**src/rtl/pack_pkg.sv**
```systemverilog
// Shared constants for the TX packer and RX unpacker.
// Lane geometry and fill-level widths live here.
package pack_pkg;
  localparam int NUM_OF_CHANNELS = 4;
  localparam int CHANNEL_WIDTH   = 16;
  localparam int LANE_W          = CHANNEL_WIDTH;
  localparam int CHAN_COUNT_W    = $clog2(NUM_OF_CHANNELS + 1);
  localparam int FILL_W          = 2;
  localparam int HOLD_LANES      = NUM_OF_CHANNELS - 1;
  localparam int WIN_LANES       = 2 * NUM_OF_CHANNELS - 1;
  localparam int WORD_W          = NUM_OF_CHANNELS * LANE_W;

  typedef logic [LANE_W-1:0] lane_t;
endpackage

```
**src/rtl/packer_lane_place.sv**
```systemverilog
// Places N samples after the occupied hold lanes in a 7-lane window.
// Lanes past fill+N come out zero.
module packer_lane_place
  import pack_pkg::*;
(
  input  logic [HOLD_LANES*LANE_W-1:0]   hold,
  input  logic [FILL_W-1:0]              fill,
  input  logic [CHAN_COUNT_W-1:0]        cnt,
  input  logic [WORD_W-1:0]              samples,
  output logic [WIN_LANES*LANE_W-1:0]    window
);

  logic [HOLD_LANES-1:0][LANE_W-1:0]      hold_l;
  logic [NUM_OF_CHANNELS-1:0][LANE_W-1:0] samp_l;
  logic [WIN_LANES-1:0][LANE_W-1:0]       win_l;
  logic [2:0]                             fill_x;

  assign hold_l = hold;
  assign samp_l = samples;
  assign fill_x = {1'b0, fill};
  assign window = win_l;

  always_comb begin
    win_l = '0;
    for (int j = 0; j < HOLD_LANES; j++) begin
      if (3'(j) < fill_x)
        win_l[j] = hold_l[j];
    end
    // sample k lands in lane fill+k; all indices stay constant
    for (int j = 0; j < WIN_LANES; j++) begin
      for (int k = 0; k < NUM_OF_CHANNELS; k++) begin
        if ((3'(k) < cnt) && (fill_x + 3'(k) == 3'(j)))
          win_l[j] = samp_l[k];
      end
    end
  end

endmodule

```
**src/rtl/packer.sv**
```systemverilog
// TX packer: densely packs per-channel samples into 4-lane words.
// Flush emits a zero-padded partial word on the next idle cycle.
module packer
  import pack_pkg::*;
(
  input  logic                    clk,
  input  logic                    reset,
  input  logic [CHAN_COUNT_W-1:0] enabled_chan_count,
  input  logic [LANE_W-1:0]       data_in_0,
  input  logic [LANE_W-1:0]       data_in_1,
  input  logic [LANE_W-1:0]       data_in_2,
  input  logic [LANE_W-1:0]       data_in_3,
  input  logic                    data_in_valid,
  input  logic                    flush,
  output logic [WORD_W-1:0]       data_out,
  output logic                    data_out_valid,
  output logic                    data_out_partial
);

  logic [CHAN_COUNT_W-1:0]          cnt_q;
  logic [FILL_W-1:0]                fill_q;
  logic [HOLD_LANES-1:0][LANE_W-1:0] hold_q;
  logic                             flush_pend;

  logic                             active;
  logic [2:0]                       sum;
  logic [WIN_LANES-1:0][LANE_W-1:0] win;
  logic [WORD_W-1:0]                samples;
  logic [NUM_OF_CHANNELS-1:0][LANE_W-1:0] part_word;

  assign active  = (cnt_q != '0) && (cnt_q <= 3'(NUM_OF_CHANNELS));
  assign sum     = {1'b0, fill_q} + cnt_q;
  assign samples = {data_in_3, data_in_2, data_in_1, data_in_0};

  packer_lane_place u_place (
    .hold    (hold_q),
    .fill    (fill_q),
    .cnt     (cnt_q),
    .samples (samples),
    .window  (win)
  );

  always_comb begin
    part_word = '0;
    for (int j = 0; j < HOLD_LANES; j++) begin
      if (3'(j) < {1'b0, fill_q})
        part_word[j] = hold_q[j];
    end
  end

  always_ff @(posedge clk) begin
    if (reset) begin
      cnt_q            <= enabled_chan_count;
      fill_q           <= '0;
      hold_q           <= '0;
      flush_pend       <= 1'b0;
      data_out         <= '0;
      data_out_valid   <= 1'b0;
      data_out_partial <= 1'b0;
    end else begin
      data_out         <= '0;
      data_out_valid   <= 1'b0;
      data_out_partial <= 1'b0;
      if (active) begin
        if (data_in_valid) begin
          flush_pend <= flush_pend | flush;
          if (sum >= 3'd4) begin
            data_out       <= win[NUM_OF_CHANNELS-1:0];
            data_out_valid <= 1'b1;
            hold_q         <= win[WIN_LANES-1:NUM_OF_CHANNELS];
            fill_q         <= 2'(sum - 3'd4);
          end else begin
            hold_q <= win[HOLD_LANES-1:0];
            fill_q <= sum[FILL_W-1:0];
          end
        end else if (flush_pend || flush) begin
          flush_pend <= 1'b0;
          if (fill_q != '0) begin
            data_out         <= part_word;
            data_out_valid   <= 1'b1;
            data_out_partial <= 1'b1;
            fill_q           <= '0;
          end
        end
      end
    end
  end

endmodule

```
**config.mk**
```make
export PLATFORM = sky130hd
export DESIGN_NAME = packer
export DESIGN_NICKNAME = d
export VERILOG_FILES = /design/src/rtl/pack_pkg.sv /design/src/rtl/packer_lane_place.sv /design/src/rtl/packer.sv
export SDC_FILE = /design/constraint.sdc
export NUM_CORES = 1
export LEC_CHECK = 0
export ABC_AREA = 1
export CAP_MARGIN = 10
export CORE_MARGIN = 10
export CORE_UTILIZATION = 56
export CTS_CLUSTER_DIAMETER = 50
export DETAILED_ROUTE_END_ITERATION = 6
export PLACE_DENSITY = 0.95
export REMOVE_ABC_BUFFERS = 1
export SLEW_MARGIN = 20
export SYNTH_ARGS = -nofsm -noshare
export SYNTH_HDL_FRONTEND = slang
export SYNTH_SLANG_ARGS = --single-unit
```
**constraint.sdc**
```tcl
create_clock -name clk -period 6.7 [get_ports clk]
set_clock_uncertainty 0.2 [all_clocks]
set_input_delay 1.34 -clock clk [delete_from_list [all_inputs] [get_ports clk]]
set_output_delay 1.34 -clock clk [all_outputs]
set_load 0.02 [all_outputs]
```
=== Word level (Yosys, flattened, before mapping) ===
Cells that the tools add are included.
Widths: inputs -> output; s select.

* Bits in registers: 120
* Input bits: 71
* Output and inout port bits: 66
* Word-level logic and storage cells: 129

* Add/subtract/negate cells: 5
* Order comparisons: 9
* Eq/ne operators: 21
* Multiplexer cells: 43
* Bitwise gates (word level): 2
* Reduce and logical (&&, ||, !) cells: 40

{| class="wikitable"
|+ Operator list
! cell !! number
|-
| $mux 16 || 28
|-
| $mux 48 || 3
|-
| $mux 64 || 2
|-
| $eq 3x3->1 const B || 9
|-
| $logic_and 1x1->1 || 26
|-
| $eq 3x2->1 const B || 6
|-
| $logic_not 3->1 || 4
|-
| $eq 3x1->1 const B || 3
|-
| $mux 2 || 4
|-
| $add 2x2->3 const B || 2
|-
| $lt 1x3->1 const A || 2
|-
| $lt 2x3->1 const A || 2
|-
| $mux 1 || 6
|-
| $reduce_bool 2->1 || 3
|-
| $eq 2x2->1 const B || 2
|-
| $lt 1x2->1 const A || 2
|-
| $reduce_and 2->1 || 2
|-
| $add 2x1->3 const B || 1
|-
| $add 2x3->3 || 1
|-
| $ge 3x3->1 const B || 1
|-
| $le 3x3->1 const B || 1
|-
| $reduce_and 3->1 || 1
|-
| $reduce_bool 3->1 || 1
|-
| $reduce_or 3->1 || 1
|-
| other kinds (7) || 7
|}

=== Depth between registers and ports, before layout ===
* Word-level depth: 8
* Depth in mapped cells: 10
* Mapped depth without buffers: 8

=== By module ===
Synthesis repeated with hierarchy kept, for this count alone.

* Cells, all modules: 1236
* Area, all modules: 7468.4 um^2

{| class="wikitable"
|+ By module, submodules not included
! module !! times used !! cells an instance !! area each (um^2) !! sequential area each (um^2)
|-
| packer || 1 || 771 || 5196.2 || 2432.3
|-
| packer_lane_place || 1 || 465 || 2272.2 || 0.0
|}

=== Worst setup path after synthesis ===
No wires, ideal clock.

* Kind: input to register
* From: input port data_in_valid
* To: register hold_q[7] (netlist bit)
* Setup time: 0.119 ns
* Data arrival time: 2.099 ns
* Path slack: 4.282 ns
* Stages: 7
* Path buffers: 2
* Path through: inv_1 > nor2_1 > buf_2 > inv_2 > buf_2 > a21oi_1 > a21oi_1

* Word-level cells in the longest chain between the ends: 1

{| class="wikitable"
|+ RTL lines
! item !! line !! text
|-
| start: declaration || packer.sv:13 || <nowiki>input logic data_in_valid,</nowiki>
|-
| $reduce_and 2->1 (no source line) || n/a ||
|-
| end signal: assignment || packer.sv:70 || <nowiki>hold_q <= win[WIN_LANES-1:NUM_OF_CHANNELS];</nowiki>
|-
| end signal: assignment || packer.sv:73 || <nowiki>hold_q <= win[HOLD_LANES-1:0];</nowiki>
|-
| end: declaration || packer.sv:22 || <nowiki>logic [HOLD_LANES-1:0][LANE_W-1:0] hold_q;</nowiki>
|}

Every way passes these cells.
A chain may end at the register's enable or synchronous reset.

=== Final worst setup path ===
* From: register fill_q[1]
* To: register hold_q[20] (netlist bit)

* Word-level cells in the longest chain between the ends: 7

{| class="wikitable"
|+ RTL lines
! item !! line !! text
|-
| start: declaration || packer.sv:21 || <nowiki>logic [FILL_W-1:0] fill_q;</nowiki>
|-
| start signal: assignment || packer.sv:71 || <nowiki>fill_q <= 2'(sum - 3'd4);</nowiki>
|-
| start signal: assignment || packer.sv:74 || <nowiki>fill_q <= sum[FILL_W-1:0];</nowiki>
|-
| $add 2x1->3 (tied with other cells) || packer_lane_place.sv:32 || <nowiki>if ((3'(k) < cnt) && (fill_x + 3'(k) == 3'(j)))</nowiki>
|-
| $eq 3x1->1 (tied with other cells) || packer_lane_place.sv:32 ||
|-
| $logic_and 1x1->1 or $mux 16 (tied branches) || packer_lane_place.sv:32 ||
|-
| $mux 16 (3 in a row) || packer_lane_place.sv:32 ||
|-
| $mux 48 * || packer.sv:67 || <nowiki>if (sum >= 3'd4) begin</nowiki>
|}

Mark *: on every way between the ends. The rest lies on a longest branch, timed or not.

==> key figures <==
Run status
  – Outcome: complete, but fails checks
  – Failing checks: DRC

Global route
  – Vias in the first global route: 7842
  – Overflow after GRT: 0
  – Global-route wire length before repair: 39300 um
  – Largest net degree at the start of global routing: 67
  – GRT Util Overall: 29.8%
  – Initial antenna violation count: 0

Pwr
  – Int Power: 0.00144 W
  – Leak: 3.60 nW
  – Logic gate share of total power: 24.3%
  – Net Sw Frac: 32.3%
  – P_sw: 0.000689 W
  – Seq pwr share: between 30% and 40%
  – Power per cell area: 250 nW/um2
  – Design Power: about 0.0021 W
  – Max rail drop VDD: 0.207 mV
  – Clock network power share: 38.6%

Setup path
  – Worst-path fanout max: 22
  – R2R Setup Slk: 2.33 ns
  – Critical Path AT: between 4 and 5 ns
  – RR Startpoint: fill_q[1]
  – Critical path class: register to register
  – R2R cell count: 7
  – Worst R2R End: hold_q[20]
  – Crit. End Element: register
  – Req. time, crit path: a little under 7 ns
  – Critical Path Start Type: register

Floorplan
  – Chip width: 129 um
  – Row cnt: 39
  – Initial core utilization: 57.8%
  – Ports: 137
  – Die Y: 129 um
  – Die area: 16600 um2
  – Core area: 11500 um2

Timing
  – Max-slew violations: 0
  – Setup_tns: 0 ns
  – Achievable frequency: 229 MHz
  – Worst slew pin tran: 1.14 ns
  – Finish-stage setup viols: 0
  – Slew margin rel.: 23.7%
  – Period minus WS final: 4.37 ns
  – Unrepaired setup endpoints after global routing: false
  – Period utilisation layout: 65.2%
  – WHS: approximately 0.28 ns
  – Final Hold Vio Count: 0

Placement
  – GP Congestion: 0.928
  – Port bufs: 136
  – Post-DP HPWL: 15000 um

Synth
  – Synthesis Warnings: 0
  – Number of synthesized flops with an enable pin: 3
  – Mapped Cells: between 1000 and 1500
  – Sequential fraction of the synthesis area: 36.6%
  – Flops & latches, synth: 120
  – Most common flop cell mapped by yosys: dfxtp_1
  – Synthesized area per cell: approximately 6.2 um2
  – Ys async rst share: 0%
  – Library cells used by synthesis: 28
  – Area of the mapped netlist: approximately 6700 um2

Routing
  – Vias per cell: 6.33
  – Drc violations: 3
  – Final WL: 25400 um
  – Drt first-iter violations: around 1700
  – Wire length per cell: 19.2 um
  – Antenna-violating nets left: 0
  – 1st-pass router iterations: 7
  – Via count: 8370

CTS
  – Gates resized, CTS repair: 0
  – # Post-CTS Setup Buffers: 0
  – CTS tree: built
  – Clock sinks: 120
  – H-tree depth: 4
  – Clk buf depth: 2
  – Inserted Clock Buffers: 17
  – Clk slew on worst S/H paths: 0.05 ns
  – Worst-Skew Late Latency: between 0.4 and 0.5 ns
  – Post-CTS Hold Fix Bufs: 0
  – Root Buffer: clkbuf_16

Worst hold path
  – Worst Hold Endpoint: flush_pend
  – Cells on Worst Hold Path: 2
  – HP Class: register to register
  – Min-delay src: flush_pend

Layout
  – Antenna Cells: 0
  – Layout cell share with drive strength beyond 1: about 5%
  – Multi-input combinational cell area: 3610 um2
  – Filler Cell Count: 900
  – Register area: 2430 um2
  – Nets: 1241
  – Area Overhead vs Synth: 27.9%

Job
  – Max-Cap Viols: 0
-- state kept, by name, indices dropped and copies added (netlist names) --
name	count
data_out	64
hold_q	48
cnt_q	3
fill_q	2
data_out_partial	1
data_out_valid	1
flush_pend	1
-- worst max path at each step --
stage | start | end | slack (ns) | cells after the start
5_1_grt | fill_q[1] | hold_q[30] | 2.25 | 7
3_3_place_gp | fill_q[1] | hold_q[26] | 2.87 | 7
6_report | fill_q[1] | hold_q[20] | 2.33 | 7
2_1_floorplan | fill_q[1] | data_out[1] | 1.51 | 7
3_5_place_dp | fill_q[1] | hold_q[30] | 2.76 | 7
4_1_cts | fill_q[1] | hold_q[20] | 2.66 | 7
-- cell usage after synthesis (2+ instances only) --
| master | number | share of area (%) |
|---|---|---|
| a21oi_1 | 69 | 5.2 |
| buf_2 | 18 | 1.4 |
| buf_4 | 2 | 0.23 |
| buf_6 | 6 | 1.0 |
| clkbuf_1 | 39 | 2.2 |
| dfxtp_1 | 117 | 35 |
| edfxtp_1 | 3 | 1.4 |
| inv_1 | 73 | 4.1 |
| inv_2 | 5 | 0.28 |
| nand2_1 | 282 | 16 |
| nand2_2 | 3 | 0.28 |
| nand3_1 | 178 | 13 |
| nor2_1 | 113 | 6.4 |
| nor2_2 | 7 | 0.66 |
| o21ai_0 | 100 | 7.5 |
| o21ai_1 | 26 | 2.0 |
| o22ai_1 | 15 | 1.4 |
-- critical path, stage by stage (launching register included) --
cell	delay, ns
dfxtp_1	1.07
inv_2	0.18
fa_1	0.49
xnor2_2	0.78
nand3_1	0.99
nor2_1	0.36
nor2_1	0.08
a21oi_1	0.14
-- routing by layer --
metal  routed length (um)  GRT usage (%)
met5                   17              0
met4                 1490           18.5
met3                 4260           8.67
met2                11100           46.2
met1                 8540           35.7
-- layout make-up --
class	count	area share, %
Tap cell	143	2.10
Multi-Input combinational cell	801	42.5
Sequential cell	120	28.6
Clock buffer	27	6.03
Clock inverter	3	0.176
Timing Repair Buffer	149	17.1
Inverter	79	3.48
-- cell families after synthesis --
| logic type | count (synthesis) | synth area share [%] |
|---|---|---|
| adder cells (fa/ha/maj) | 2 | 0.489 |
| AND/OR/NAND/NOR | 588 | 37.4 |
| flip-flops | 120 | 36.6 |
| buffers and inverters | 146 | 9.38 |
| XOR/XNOR | 1 | 0.132 |
| AO/OA/AOI/OAI | 210 | 16.1 |
-- cells in the final DEF (no fill, tap or decap) --
cell type        synthesis  layout
inv_1                   73      73
clkbuf_1                39       5
clkinv_2                 0       3
nor3_2                   1       1
nor2_2                   7       8
or2_1                    1       1
a21oi_1                 69      69
nor2_1                 113     111
nand3_1                178     178
edfxtp_1                 3       3
o22ai_1                 15      15
nand2_2                  3       3
o21ai_1                 26      26
fa_1                     1       1
inv_2                    5       5
nand2_1                282     282
clkbuf_16                0      17
clkdlybuf4s50_1          0     136
clkbuf_8                 0       5
clkinv_1                 1       1
ha_1                     1       1
xnor2_2                  0       1
nor2_4                   1       2
dfxtp_1                117     117
buf_4                    2      13
o21ai_0                100     100
nor3_4                   1       1
nand4_1                  1       1
-- power by group through the flow --
stage / registers, W / logic, W / clock network (W)
final: 0.000789 / 0.000518 / 0.000823
after detailed placement: 0.000801 / 0.000484 / 0
after floorplan: 0.000810 / 0.000273 / 0
after CTS: 0.000788 / 0.000492 / 0.000824
after global routing: 0.000792 / 0.000550 / 0.000856
after global placement: 0.000799 / 0.000474 / 0
-- per-stage QoR --
step / utilization [%] / std cells / setup slack (ns) / instance area, um2
2_1_floorplan: - / 1000 / 1.51 / 6330
3_3_place_gp: 69.3 / 1292 / 2.87 / 7980
3_5_place_dp: 69.3 / 1292 / 2.76 / 7980
4_1_cts: 73.9 / 1322 / 2.66 / 8510
5_1_grt: 73.9 / 1322 / 2.25 / 8510
6_report: 73.9 / 1322 / 2.33 / 8510
(Power assumes the default switching activity.)
